<file path="src/rtl/dbus_byte_master_pkg.sv">
// Shared definitions for the byte-stream dBus initiator.
// Opcodes, reply status codes and the packet FSM state encoding.
package dbus_byte_master_pkg;

   localparam logic [7:0] OP_WRITE   = 8'h01;
   localparam logic [7:0] OP_READ    = 8'h02;

   localparam logic [7:0] ST_OK      = 8'h00;
   localparam logic [7:0] ST_ERR     = 8'h01;
   localparam logic [7:0] ST_TIMEOUT = 8'h02;
   localparam logic [7:0] ST_BADOP   = 8'hFF;

   localparam logic [1:0] SIZE_WORD  = 2'd2;

   typedef enum logic [2:0] {
      S_IDLE,
      S_ADDR,
      S_WDATA,
      S_CMD,
      S_RSP_WAIT,
      S_TX_STATUS,
      S_TX_DATA
   } state_t;

endpackage

</file>
<file path="src/rtl/dbus_byte_master.sv">
// Host byte-stream to dBus bridge: parses read/write packets,
// issues single-word dBus commands and streams back status/data.
module dbus_byte_master
   import dbus_byte_master_pkg::*;
#(
   parameter int RSP_TIMEOUT = 255
) (
   input  logic        clk,
   input  logic        reset_n,
   input  logic        rx_valid,
   output logic        rx_ready,
   input  logic [7:0]  rx_data,
   output logic        tx_valid,
   input  logic        tx_ready,
   output logic [7:0]  tx_data,
   output logic        dbus_cmd_valid,
   input  logic        dbus_cmd_ready,
   output logic        dbus_cmd_payload_wr,
   output logic [31:0] dbus_cmd_payload_address,
   output logic [31:0] dbus_cmd_payload_data,
   output logic [1:0]  dbus_cmd_payload_size,
   input  logic        dbus_rsp_ready,
   input  logic        dbus_rsp_error,
   input  logic [31:0] dbus_rsp_data
);

   localparam int TW = $clog2(RSP_TIMEOUT + 1);
   localparam logic [TW-1:0] TMAX = TW'(RSP_TIMEOUT);

   state_t        state_q;
   state_t        state_d;
   logic [1:0]    cnt_q;
   logic          rdy_q;
   logic          wr_q;
   logic          rd_q;
   logic [31:0]   addr_q;
   logic [31:0]   data_q;
   logic [31:0]   rdata_q;
   logic [7:0]    status_q;
   logic [TW-1:0] tcnt_q;

   logic rx_fire;
   logic tx_fire;
   logic cmd_fire;
   logic last;

   assign rx_fire  = rx_valid && rx_ready;
   assign tx_fire  = tx_valid && tx_ready;
   assign cmd_fire = dbus_cmd_valid && dbus_cmd_ready;
   assign last     = (cnt_q == 2'd3);

   assign dbus_cmd_payload_wr      = wr_q;
   assign dbus_cmd_payload_address = {addr_q[31:2], 2'b00};
   assign dbus_cmd_payload_data    = data_q;
   assign dbus_cmd_payload_size    = SIZE_WORD;

   always_ff @(posedge clk or negedge reset_n) begin
      if (!reset_n) begin
         state_q <= S_IDLE;
      end else begin
         state_q <= state_d;
      end
   end

   always_comb begin
      state_d        = state_q;
      rx_ready       = 1'b0;
      tx_valid       = 1'b0;
      tx_data        = 8'h00;
      dbus_cmd_valid = 1'b0;
      unique case (state_q)
         S_IDLE: begin
            rx_ready = rdy_q;
            if (rx_fire) begin
               if (rx_data == OP_WRITE || rx_data == OP_READ) begin
                  state_d = S_ADDR;
               end else begin
                  state_d = S_TX_STATUS;
               end
            end
         end
         S_ADDR: begin
            rx_ready = rdy_q;
            if (rx_fire && last) begin
               state_d = wr_q ? S_WDATA : S_CMD;
            end
         end
         S_WDATA: begin
            rx_ready = rdy_q;
            if (rx_fire && last) begin
               state_d = S_CMD;
            end
         end
         S_CMD: begin
            dbus_cmd_valid = 1'b1;
            if (cmd_fire) begin
               state_d = wr_q ? S_TX_STATUS : S_RSP_WAIT;
            end
         end
         S_RSP_WAIT: begin
            if (dbus_rsp_ready || tcnt_q == TMAX) begin
               state_d = S_TX_STATUS;
            end
         end
         S_TX_STATUS: begin
            tx_valid = 1'b1;
            tx_data  = status_q;
            if (tx_fire) begin
               state_d = rd_q ? S_TX_DATA : S_IDLE;
            end
         end
         S_TX_DATA: begin
            tx_valid = 1'b1;
            tx_data  = rdata_q[{cnt_q, 3'b000} +: 8];
            if (tx_fire && last) begin
               state_d = S_IDLE;
            end
         end
         default: begin
            state_d = S_IDLE;
         end
      endcase
   end

   always_ff @(posedge clk or negedge reset_n) begin
      if (!reset_n) begin
         rdy_q    <= 1'b0;
         cnt_q    <= 2'd0;
         wr_q     <= 1'b0;
         rd_q     <= 1'b0;
         addr_q   <= 32'h0;
         data_q   <= 32'h0;
         rdata_q  <= 32'h0;
         status_q <= 8'h00;
         tcnt_q   <= '0;
      end else begin
         rdy_q <= 1'b1;
         unique case (state_q)
            S_IDLE: begin
               if (rx_fire) begin
                  cnt_q    <= 2'd0;
                  wr_q     <= (rx_data == OP_WRITE);
                  rd_q     <= (rx_data == OP_READ);
                  status_q <= ST_BADOP;
               end
            end
            S_ADDR: begin
               if (rx_fire) begin
                  addr_q <= {rx_data, addr_q[31:8]};
                  cnt_q  <= cnt_q + 2'd1;
               end
            end
            S_WDATA: begin
               if (rx_fire) begin
                  data_q <= {rx_data, data_q[31:8]};
                  cnt_q  <= cnt_q + 2'd1;
               end
            end
            S_CMD: begin
               if (cmd_fire) begin
                  tcnt_q   <= '0;
                  status_q <= ST_OK;
                  rdata_q  <= 32'h0;
               end
            end
            // a response in the same cycle as expiry still wins
            S_RSP_WAIT: begin
               if (dbus_rsp_ready) begin
                  status_q <= dbus_rsp_error ? ST_ERR : ST_OK;
                  rdata_q  <= dbus_rsp_error ? 32'h0 : dbus_rsp_data;
               end else if (tcnt_q == TMAX) begin
                  status_q <= ST_TIMEOUT;
               end else begin
                  tcnt_q <= tcnt_q + TW'(1);
               end
            end
            S_TX_DATA: begin
               if (tx_fire) begin
                  cnt_q <= cnt_q + 2'd1;
               end
            end
            default: begin
            end
         endcase
      end
   end

endmodule
</file>
<file path="config.mk">
export PLATFORM = sky130hd
export DESIGN_NAME = dbus_byte_master
export DESIGN_NICKNAME = d
export VERILOG_FILES = /design/src/rtl/dbus_byte_master_pkg.sv /design/src/rtl/dbus_byte_master.sv
export SDC_FILE = /design/constraint.sdc
export NUM_CORES = 1
export LEC_CHECK = 0
export ABC_CLOCK_PERIOD_IN_PS = 2160
export BUFFER_PORTS_ARGS = -buffer_cell sky130_fd_sc_hd__buf_2
export CAP_MARGIN = 10
export CORE_UTILIZATION = 53
export DETAILED_ROUTE_END_ITERATION = 10
export PLACE_DENSITY = 0.79
export REMOVE_ABC_BUFFERS = 1
export SLEW_MARGIN = 20
export SYNTH_ARGS = -nofsm -noshare
export SYNTH_HDL_FRONTEND = slang
export SYNTH_SLANG_ARGS = --single-unit
</file>
<file path="constraint.sdc">
create_clock -name clk -period 2.16 [get_ports clk]
set_input_delay 0.432 -clock clk [delete_from_list [all_inputs] [get_ports clk]]
set_output_delay 0.432 -clock clk [all_outputs]
set_load 0.01 [all_outputs]
</file>
==> flow_summary.toml, run 1 <==
[clock_network]
cts_max_level = 4
insertion_delay_ps = 510
root_buffer = "clkbuf_8"
path_clk_slew_ps = 60
clock-sinks = 113
cts_buffer_depth = 2
cts_tree = "built"
cts-buffers-inserted = 17

[sta]
fin_ws_ps = -125.3
max_freq_ghz = 0.4376
tightest_slew_ps = 562.6
fin_skew_ps = 8.252
period_minus_slack_ps = 2285
timing.final.hold_violations = 0
finalCritPeriodShare_pct = 105.8
setup_viol = 8
rsz0062_at_grt = "true"
final_max_slew_viol_count = 0
slew_headroom_pct = 62.49

[worst_hold_path]
hold_path.class = "primary input to flop"
hold_start = "dbus_rsp_data[13]"
min_path_cells = 3
hold-path-endpoint = "rdata_q[13]$_DFFE_PN0P_"

[critical_path]
path_cells = "buf_6 -> mux4_2 -> nand2_2 -> a21oi_2 -> buf_2"
crit_fanout = 4
critPathTopFamily = "multiplexers"
rr_startpoint = "state_q[1]$_DFFE_PN0P_"
r2r-end = "state_q[0]$_DFFE_PN0P_"
worst_path_max_delay_cell = "mux4_2"
slowest_delay_ps = 530
worstSetupPathType = "flop to primary output"
critical_path.startpoint_type = "flop"
rrSetupSlack_ps = 110
worstSetupPathDepth = 5
r2r_cells = 6
cp-end-kind = "primary output"
crit_buf_inv = 2
required_ps = 1730
worstPathArrival_ps = 1850

[routing]
drt-wirelength-per-cell_um = 16.20
first_iter_violations = 217
antenna_left = 0
finalWirelength_um = 11770
viasPerCell = 5.351
first_pass_iters = 4
drc_errors = 0
vias = 3890

[yosys]
ys_seq_area_share_pct = 55.32
synth_edf_count = 0
ys_ff_latch = 113
synth_top_flop_cell = "dfrtp_1"
synthCells = 443
async_flop_share_pct = 100.0
avgSynthCellArea_um2 = 11.54
synth_cell_type_count = 53
yosysWarnings = 0
syn_area_mm2 = 0.005111

[place]
dp_slack_ps = 135.5
dp_hpwl_um = 7832
placed_area_mm2 = 0.005939
placed_cells = 686
finalWeightedCongestion = 0.8142
portBuffers = 120

[floorplanning]
boundaryPins = 125
die_h_um = 100.2
initial_utilization_pct = 55.05
die-area_mm2 = 0.01004
core-area_mm2 = 0.009284
die_w_um = 100.2
rows = 35

[layout]
diodes = 0
nNetsFinal = 635
multi_input_area_mm2 = 0.002138
ff_latch_area_mm2 = 0.002836
final_cell_mix = "buf_2 (119), dfrtp_1 (108), nand2_1 (80), mux2_2 (46), nand3_1 (37)"
mostFrequentLayoutCell = "buf_2"
final_cell_area_mm2 = 0.006618
drive_above_1_share_pct = 42.47
fillers = 678
synthToLayoutAreaGrowth_pct = 29.47
utilization_pct = 71.28
stdcell_count = 727

[grt]
grt_max_degree = 44
grt_overflow_total = 0
antenna_found_initial = 0
gr-usage-all-layers_pct = 25.04
grt_pass1_wl_um = 19240
grt_pass1_vias = 3929

[pwr]
p_leak_nw = 3.369
power_frac_seq_pct = 36.7
p_per_area_mw_per_mm2 = 1313
ir_drop_mv = 0.7158
swShare_pct = 34.28
power.share.clock_pct = 30.5
pwr-share-comb_pct = 32.7
p_int_w = 0.005711
p_total_w = 0.008690
power_switching_w = 0.002979

[status]
run_status = "finished with violations"
failed_checks = "setup timing"

[job]
max-cap-violations = 0
==> worst reg2reg max path: stages (launching register included) <==
cell and delay [ps]:
dfrtp_4 530, buf_4 160, nor4b_4 390, o21ai_2 160, and2_1 220, a221oi_1 320
o21ai_1 130
==> power groups by stage <==
stage / logic [W] / clock network [W] / registers, W
after global placement: 0.00260 / 0 / 0.00320
after floorplan: 0.00132 / 0 / 0.00340
final: 0.00285 / 0.00265 / 0.00319
after detailed placement: 0.00269 / 0 / 0.00325
after CTS: 0.00277 / 0.00269 / 0.00323
after global routing: 0.00310 / 0.00278 / 0.00327
==> stage by stage <==
| stage | setup TNS (ps) | hold WS [ps] |
|---|---|---|
| CTS | -966.9 | 127.1 |
| finish | -742.6 | 139.9 |
| detailed placement | 0 | 451.4 |
| global placement | 0 | 441.8 |
| global route | -1212 | 131.5 |
| floorplan | -41420 | 136.4 |
==> routing by layer <==
| layer | track usage (%) | wire length [um] | up-vias |
|---|---|---|---|
| li1 | - | - | 1834 |
| met1 | 31.08 | 4805 | 1951 |
| met2 | 43.31 | 6390 | 92 |
| met3 | 5.432 | 447 | 13 |
| met4 | 8.919 | 130 | 0 |
| met5 | 0 | 0 | - |
==> synth_stat cells, types with 2 or more instances <==
cell | number | share of area (%)
dfrtp_1 | 113 | 55
nand2_1 | 82 | 6.0
mux2_2 | 46 | 10
nand3_1 | 37 | 3.6
buf_2 | 19 | 1.9
mux2_1 | 18 | 4.0
a21oi_1 | 16 | 1.6
nor2_1 | 15 | 1.1
mux4_2 | 8 | 3.5
o21ai_0 | 7 | 0.69
inv_1 | 6 | 0.44
buf_4 | 5 | 0.73
o21ai_1 | 4 | 0.39
xnor2_1 | 4 | 0.69
a211oi_1 | 3 | 0.44
a21o_1 | 3 | 0.44
a22oi_1 | 3 | 0.44
clkbuf_1 | 3 | 0.22
nor3_1 | 3 | 0.29
nor3b_1 | 3 | 0.44
a222oi_1 | 2 | 0.39
and3_1 | 2 | 0.24
conb_1 | 2 | 0.15
ha_1 | 2 | 0.49
nand2b_1 | 2 | 0.24
nand3b_1 | 2 | 0.29
nand4_1 | 2 | 0.24
nor2b_1 | 2 | 0.24
nor4_1 | 2 | 0.24
o21a_1 | 2 | 0.29
o31ai_1 | 2 | 0.29
or3_1 | 2 | 0.24
==> timing repair <==
item	in CTS	in global routing
endpoints found under the hold margin	40	0
setup buffers	2	7
hold buffers	1	0
gates resized for setup	9	5
pin swaps	8	1
setup endpoints to repair	11	12
==> area by class of cell <==
type	count	area share, %
clock buffers	19	6.523
clock inverters	12	2.042
inverters	7	0.3971
multi-input cells	297	32.31
flip-flops and latches	113	42.86
well taps	129	2.439
repair buffers	150	13.42
==> cell families (layout without fill, tap and decap cells) <==
family	after synthesis	count (layout)	share of synthesized area, %
and+or+nand+nor	161	161	15.05
DFF	113	113	55.32
muxes	72	72	17.63
AOI/OAI and AO/OA	52	52	6.879
buffers and inverters	36	188	3.623
xor gates and xnor gates	5	5	0.8568
adders and majority gates	2	2	0.4895
other	2	5	0.1469
==> state kept, by name, summed over array words and instances, names as in the netlist <==
register               cells
addr_q                    30
dbus_cmd_payload_data     32
state_q                    3
rdy_q                      1
cnt_q                      2
dbus_cmd_payload_wr        1
rd_q                       1
rdata_q                   32
status_q                   3
tcnt_q                     8
==> worst max path at each step <==
stage                            from                     end  slack, ps
2_1_floorplan  state_q[0]$_DFFE_PN0P_  addr_q[25]$_DFFE_PN0P_       -570
3_3_place_gp   state_q[1]$_DFFE_PN0P_   tcnt_q[5]$_DFFE_PN0P_        230
3_5_place_dp   state_q[1]$_DFFE_PN0P_  state_q[0]$_DFFE_PN0P_        140
4_1_cts          cnt_q[0]$_DFFE_PN0P_              tx_data[2]       -140
5_1_grt          cnt_q[0]$_DFFE_PN0P_              tx_data[1]       -170
6_report         cnt_q[0]$_DFFE_PN0P_              tx_data[2]       -130
No activity file was read; power rests on OpenSTA's default activity.
==> inputs of run 2 (changes only) <==
Settings changed: ABC_AREA from default to 1, CORE_UTILIZATION 53 to 54, PLACE_DENSITY 0.79 to 0.8.
==> flow_summary.toml, run 2 <==
[layout]
diodes = 0
synthToLayoutAreaGrowth_pct = 22.84
stdcell_count = 904
utilization_pct = 68.93
mostFrequentLayoutCell = "nand2_1"
nNetsFinal = 809
final_cell_mix = "nand2_1 (221), buf_2 (119), dfrtp_1 (110), o21ai_2 (49), inv_1 (48)"
drive_above_1_share_pct = 32.68

[routing]
antenna_left = 0
viasPerCell = 5.003
first_pass_iters = 5
drc_errors = 0
drt-wirelength-per-cell_um = 13.20
finalWirelength_um = 11930
vias = 4523
first_iter_violations = 254

[clock_network]
insertion_delay_ps = 510
cts-buffers-inserted = 17
cts_buffer_depth = 2
clock-sinks = 113
cts_tree = "built"
root_buffer = "clkbuf_8"
path_clk_slew_ps = 50
cts_max_level = 4

[yosys]
synth.top_cell.area_share_pct = 51.32
synth_edf_count = 0
synthTopCellsByCount = "nand2_1 (222), dfrtp_1 (113), inv_1 (50)"
ys_seq_area_share_pct = 51.32
ys_ff_latch = 113
synth_area_leaders = "dfrtp_1 (51%), nand2_1 (15%), o21ai_2 (7.8%)"
synth_largest_area_cell = "dfrtp_1"
synth_top_flop_cell = "dfrtp_1"
synthCells = 636
avgSynthCellArea_um2 = 8.664
syn_area_mm2 = 0.005510
async_flop_share_pct = 100.0
yosysMostFrequentCell = "nand2_1"
synth_cell_type_count = 40
yosysWarnings = 0

[grt]
grt_overflow_total = 0
gr-usage-all-layers_pct = 23.78
antenna_found_initial = 0
grt_max_degree = 65
grt_pass1_vias = 4070
grt_pass1_wl_um = 19150

[pwr]
p_per_area_mw_per_mm2 = 1400
p_leak_nw = 3.549
p_total_w = 0.009473
ir_drop_mv = 0.6075

[floorplanning]
core-area_mm2 = 0.009819
rows = 36
die-area_mm2 = 0.01061
boundaryPins = 125
die_w_um = 103.0
die_h_um = 103.0
initial_utilization_pct = 56.12

[sta]
timing.final.hold_violations = 0
fin_skew_ps = 8.137
hold-worst-slack_ps = 171.9
finalCritPeriodShare_pct = 97.42
final_max_slew_viol_count = 0
period_minus_slack_ps = 2104
setup_viol = 0
fin_ws_ps = 55.82
max_freq_ghz = 0.4752

[job]
max-cap-violations = 0

[critical_path]
r2r_cells = 8
crit_fanout = 18
critical_path.startpoint_type = "flop"
required_ps = 1730
cp-end-kind = "primary output"
worstPathArrival_ps = 1670
worstSetupPathType = "flop to primary output"

[place]
finalWeightedCongestion = 0.8339
dp_slack_ps = 387.5
placed_cells = 871
dp_hpwl_um = 8271
portBuffers = 120

[worst_hold_path]
min_path_cells = 3
hold_path.class = "primary input to flop"

[status]
run_status = "completed"
==> run 2: changes by cell type in the layout (fill, tap and decap cells not counted), sizes merged, moves of 8 or more <==
cell and delta:
buf -18, o21ai +71, nand2 +150, nor2 +26, nand3 +8, inv +48, mux2 -64, mux4 -8
==> run 2: path summary, 6_finish.rpt <==
kind	from	end	slack (ps)
worst max-delay path	cnt_q[0]$_DFFE_PN0P_	tx_data[1]	60
worst min-delay path	dbus_rsp_data[10]	rdata_q[10]$_DFFE_PN0P_	170
worst max register to register	state_q[0]$_DFFE_PN0P_	addr_q[10]$_DFFE_PN0P_	320
worst min register to register	addr_q[4]$_DFFE_PN0P_	addr_q[4]$_DFFE_PN0P_	470
max in group asynchronous	reset_n	state_q[2]$_DFFE_PN0P_	980
min in group asynchronous	reset_n	dbus_cmd_payload_data[1]$_DFFE_PN0P_	440
==> run 2: final cells by class <==
type                            instances  area, um2
Clock buffer                           23      446.7
Inverter                               57      221.5
Fill cell                             813       3050
Sequential cell                       113       2831
Timing Repair Buffer                  132      740.7
Multi-Input combinational cell        439       2252
Clock inverter                          7      110.1
Tap cell                              133      166.4
==> run 2: per-layer routing <==
layer	routed length, um	up-vias	global-route usage, %
li1	-	2264	-
met1	5292	2114	30.95
met2	5926	127	38.72
met3	517	18	5.966
met4	196	0	8.559
met5	0	-	0
==> run 2: logic make-up after synthesis <==
kind of cell	after synthesis	synth area share, %
other	2	0.1363
buffers and inverters	87	8.379
AND/OR/NAND/NOR	326	25.84
AO/OA/AOI/OAI	104	13.56
flip-flops	113	51.32
adder cells (fa/ha/maj)	2	0.4541
XOR/XNOR	2	0.3180
==> run 2: worst max-delay path, cell delays in order (launching register included) <==
cell and delay, ps:
dfrtp_1 430, buf_8 200, nand2_1 70, a31oi_1 180, a22o_1 160, buf_2 130
==> run 2: metrics by stage <==
| step | area, um2 | TNS [ps] |
|---|---|---|
| after detailed placement | 6153 | 0 |
| after CTS | 6739 | 0 |
| after global routing | 6769 | -0.7618 |
| after global placement | 6153 | 0 |
| after floorplan | 5279 | -14460 |
| final | 6769 | 0 |
==> run 2: what timing repair did <==
item | in CTS | in global routing
hold endpoints to repair | 35 | 0
resized for setup | 7 | 6
hold buffers | 1 | 0
setup buffers | 1 | 1
cloned | 0 | 0
endpoints found under the setup margin | 8 | 8
==> run 2: power by group <==
part / switching, W / internal [W] / total [W]
Clock: 0.000900 / 0.00176 / 0.00266
Combinational: 0.00217 / 0.00125 / 0.00342
Sequential: 0.000522 / 0.00287 / 0.00339
Total: 0.00359 / 0.00589 / 0.00947
==> inputs of run 3 (changes only) <==
Settings changed: CORE_UTILIZATION 54 to 56, CTS_BUF_LIST from default to sky130_fd_sc_hd__clkbuf_8, PLACE_DENSITY 0.8 to 0.82.
==> flow_summary.toml, run 3 (synthesis results as in run 2) <==
[place]
dp_hpwl_um = 8322
placed_cells = 867
portBuffers = 120
finalWeightedCongestion = 0.8813
placed_area_mm2 = 0.006161
dp_slack_ps = 298.3

[layout]
final_cell_mix = "nand2_1 (221), buf_2 (119), dfrtp_1 (110), o21ai_2 (49), inv_1 (48)"
utilization_pct = 70.92
nNetsFinal = 812
mostFrequentLayoutCell = "nand2_1"
fillers = 781
synthToLayoutAreaGrowth_pct = 20.62
final_cell_area_mm2 = 0.006646
diodes = 0
stdcell_count = 905
drive_above_1_share_pct = 33.63

[floorplanning]
die_h_um = 101.2
die_w_um = 101.2
boundaryPins = 125
core-area_mm2 = 0.009371
die-area_mm2 = 0.01024
rows = 35
initial_utilization_pct = 58.80

[clock_network]
path_clk_slew_ps = 80
insertion_delay_ps = 440
clock-sinks = 113
cts_tree = "built"
root_buffer = "clkbuf_8"
cts_max_level = 4
cts_buffer_depth = 2
cts-buffers-inserted = 17

[critical_path]
crit_buf_inv = 2
path_cells = "inv_2 -> nand3_2 -> a31oi_1 -> a22o_1 -> buf_2"
slowest_delay_ps = 460
critical_path.startpoint_type = "flop"
cp-end-kind = "primary output"
required_ps = 1730
worstPathArrival_ps = 1560
critPathTopFamily = "flip-flops"
worst_path_max_delay_cell = "dfrtp_2"
crit_fanout = 6
worstSetupPathType = "flop to primary output"

[sta]
timing.final.hold_violations = 0
finalCritPeriodShare_pct = 92.32
fin_skew_ps = 16.70
period_minus_slack_ps = 1994
fin_ws_ps = 165.8
rsz0062_at_grt = "false"
setup_viol = 0
max_freq_ghz = 0.5015
final_max_slew_viol_count = 0

[status]
run_status = "completed"

[pwr]
p_int_w = 0.005307
p_leak_nw = 3.492
p_per_area_mw_per_mm2 = 1351
pwr-share-comb_pct = 38.2
power.share.clock_pct = 23.9
ir_drop_mv = 0.6658
swShare_pct = 40.89
power_frac_seq_pct = 37.9
power_switching_w = 0.003671

[routing]
first_iter_violations = 204
viasPerCell = 5.045
vias = 4566
finalWirelength_um = 12190
drt-wirelength-per-cell_um = 13.47
first_pass_iters = 4
drc_errors = 0
antenna_left = 0

[grt]
gr-usage-all-layers_pct = 26.08
grt_max_degree = 65
antenna_found_initial = 0
grt_pass1_wl_um = 20470
grt_pass1_vias = 4388
grt_overflow_total = 0

[job]
max-cap-violations = 0

[worst_hold_path]
hold_path.class = "primary input to flop"
==> run 3: metrics by stage <==
step | TNS (ps) | total power [W] | hold WS, ps
after floorplan | -14460 | 0.005522 | 136.4
after global placement | 0 | 0.006625 | 422.8
after detailed placement | 0 | 0.006763 | 430.0
after CTS | 0 | 0.008946 | 234.2
after global routing | 0 | 0.009616 | 223.2
final | 0 | 0.008978 | 247.0
==> run 3: power groups by stage <==
stage | logic [W] | registers, W | clock network [W]
after global placement | 0.00324 | 0.00339 | 0
final | 0.00343 | 0.00340 | 0.00215
after detailed placement | 0.00334 | 0.00342 | 0
after floorplan | 0.00193 | 0.00359 | 0
after global routing | 0.00384 | 0.00349 | 0.00228
after CTS | 0.00337 | 0.00341 | 0.00217
==> run 3: layout make-up <==
cell class | count | area, um2 | area share (%)
clock inverter | 14 | 177.7 | 2.673
timing repair buffer | 135 | 768.2 | 11.56
sequential | 113 | 2831 | 42.60
multi-input combinational | 439 | 2240 | 33.70
inverter | 57 | 220.2 | 3.313
tap | 129 | 161.4 | 2.428
clock buffer | 18 | 247.7 | 3.727
==> run 3: worst reg2reg max path, delay by kind of cell, from the launching register on <==
kind,cells,cell delay [ps]
flip-flops,1,460
buffers and inverters,2,360
AO/OA/AOI/OAI,1,40
AND/OR/NAND/NOR,4,780
==> run 3: worst paths after layout <==
check | depth (start not counted) | slack [ps] | endpoint | from
hold / removal | 3 | 250 | rdata_q[3]$_DFFE_PN0P_ | dbus_rsp_data[3]
setup / recovery | 5 | 170 | tx_data[1] | state_q[0]$_DFFE_PN0P_
hold reg to reg | 2 | 480 | addr_q[8]$_DFFE_PN0P_ | addr_q[8]$_DFFE_PN0P_
setup reg to reg | 7 | 390 | dbus_cmd_payload_data[23]$_DFFE_PN0P_ | state_q[1]$_DFFE_PN0P_
min in group asynchronous | 2 | 500 | dbus_cmd_payload_data[1]$_DFFE_PN0P_ | reset_n
max in group asynchronous | 3 | 1050 | addr_q[21]$_DFFE_PN0P_ | reset_n
==> run 3: repair_timing <==
| action | CTS | global route |
|---|---|---|
| hold buffers | 1 | 0 |
| endpoints found under the hold margin | 33 | 0 |
| buffers inserted | 0 | 5 |
| endpoints found under the setup margin | 8 | 8 |
| gates cloned | 0 | 0 |
| gates resized for setup | 2 | 6 |
==> run 3: routing by layer <==
metal / wire (um) / GRT usage (%) / vias up
met5: 0 / 0 / -
met4: 198 / 9.588 / 0
met3: 624 / 7.108 / 19
met2: 6003 / 42.07 / 125
met1: 5360 / 33.99 / 2153
li1: - / - / 2269
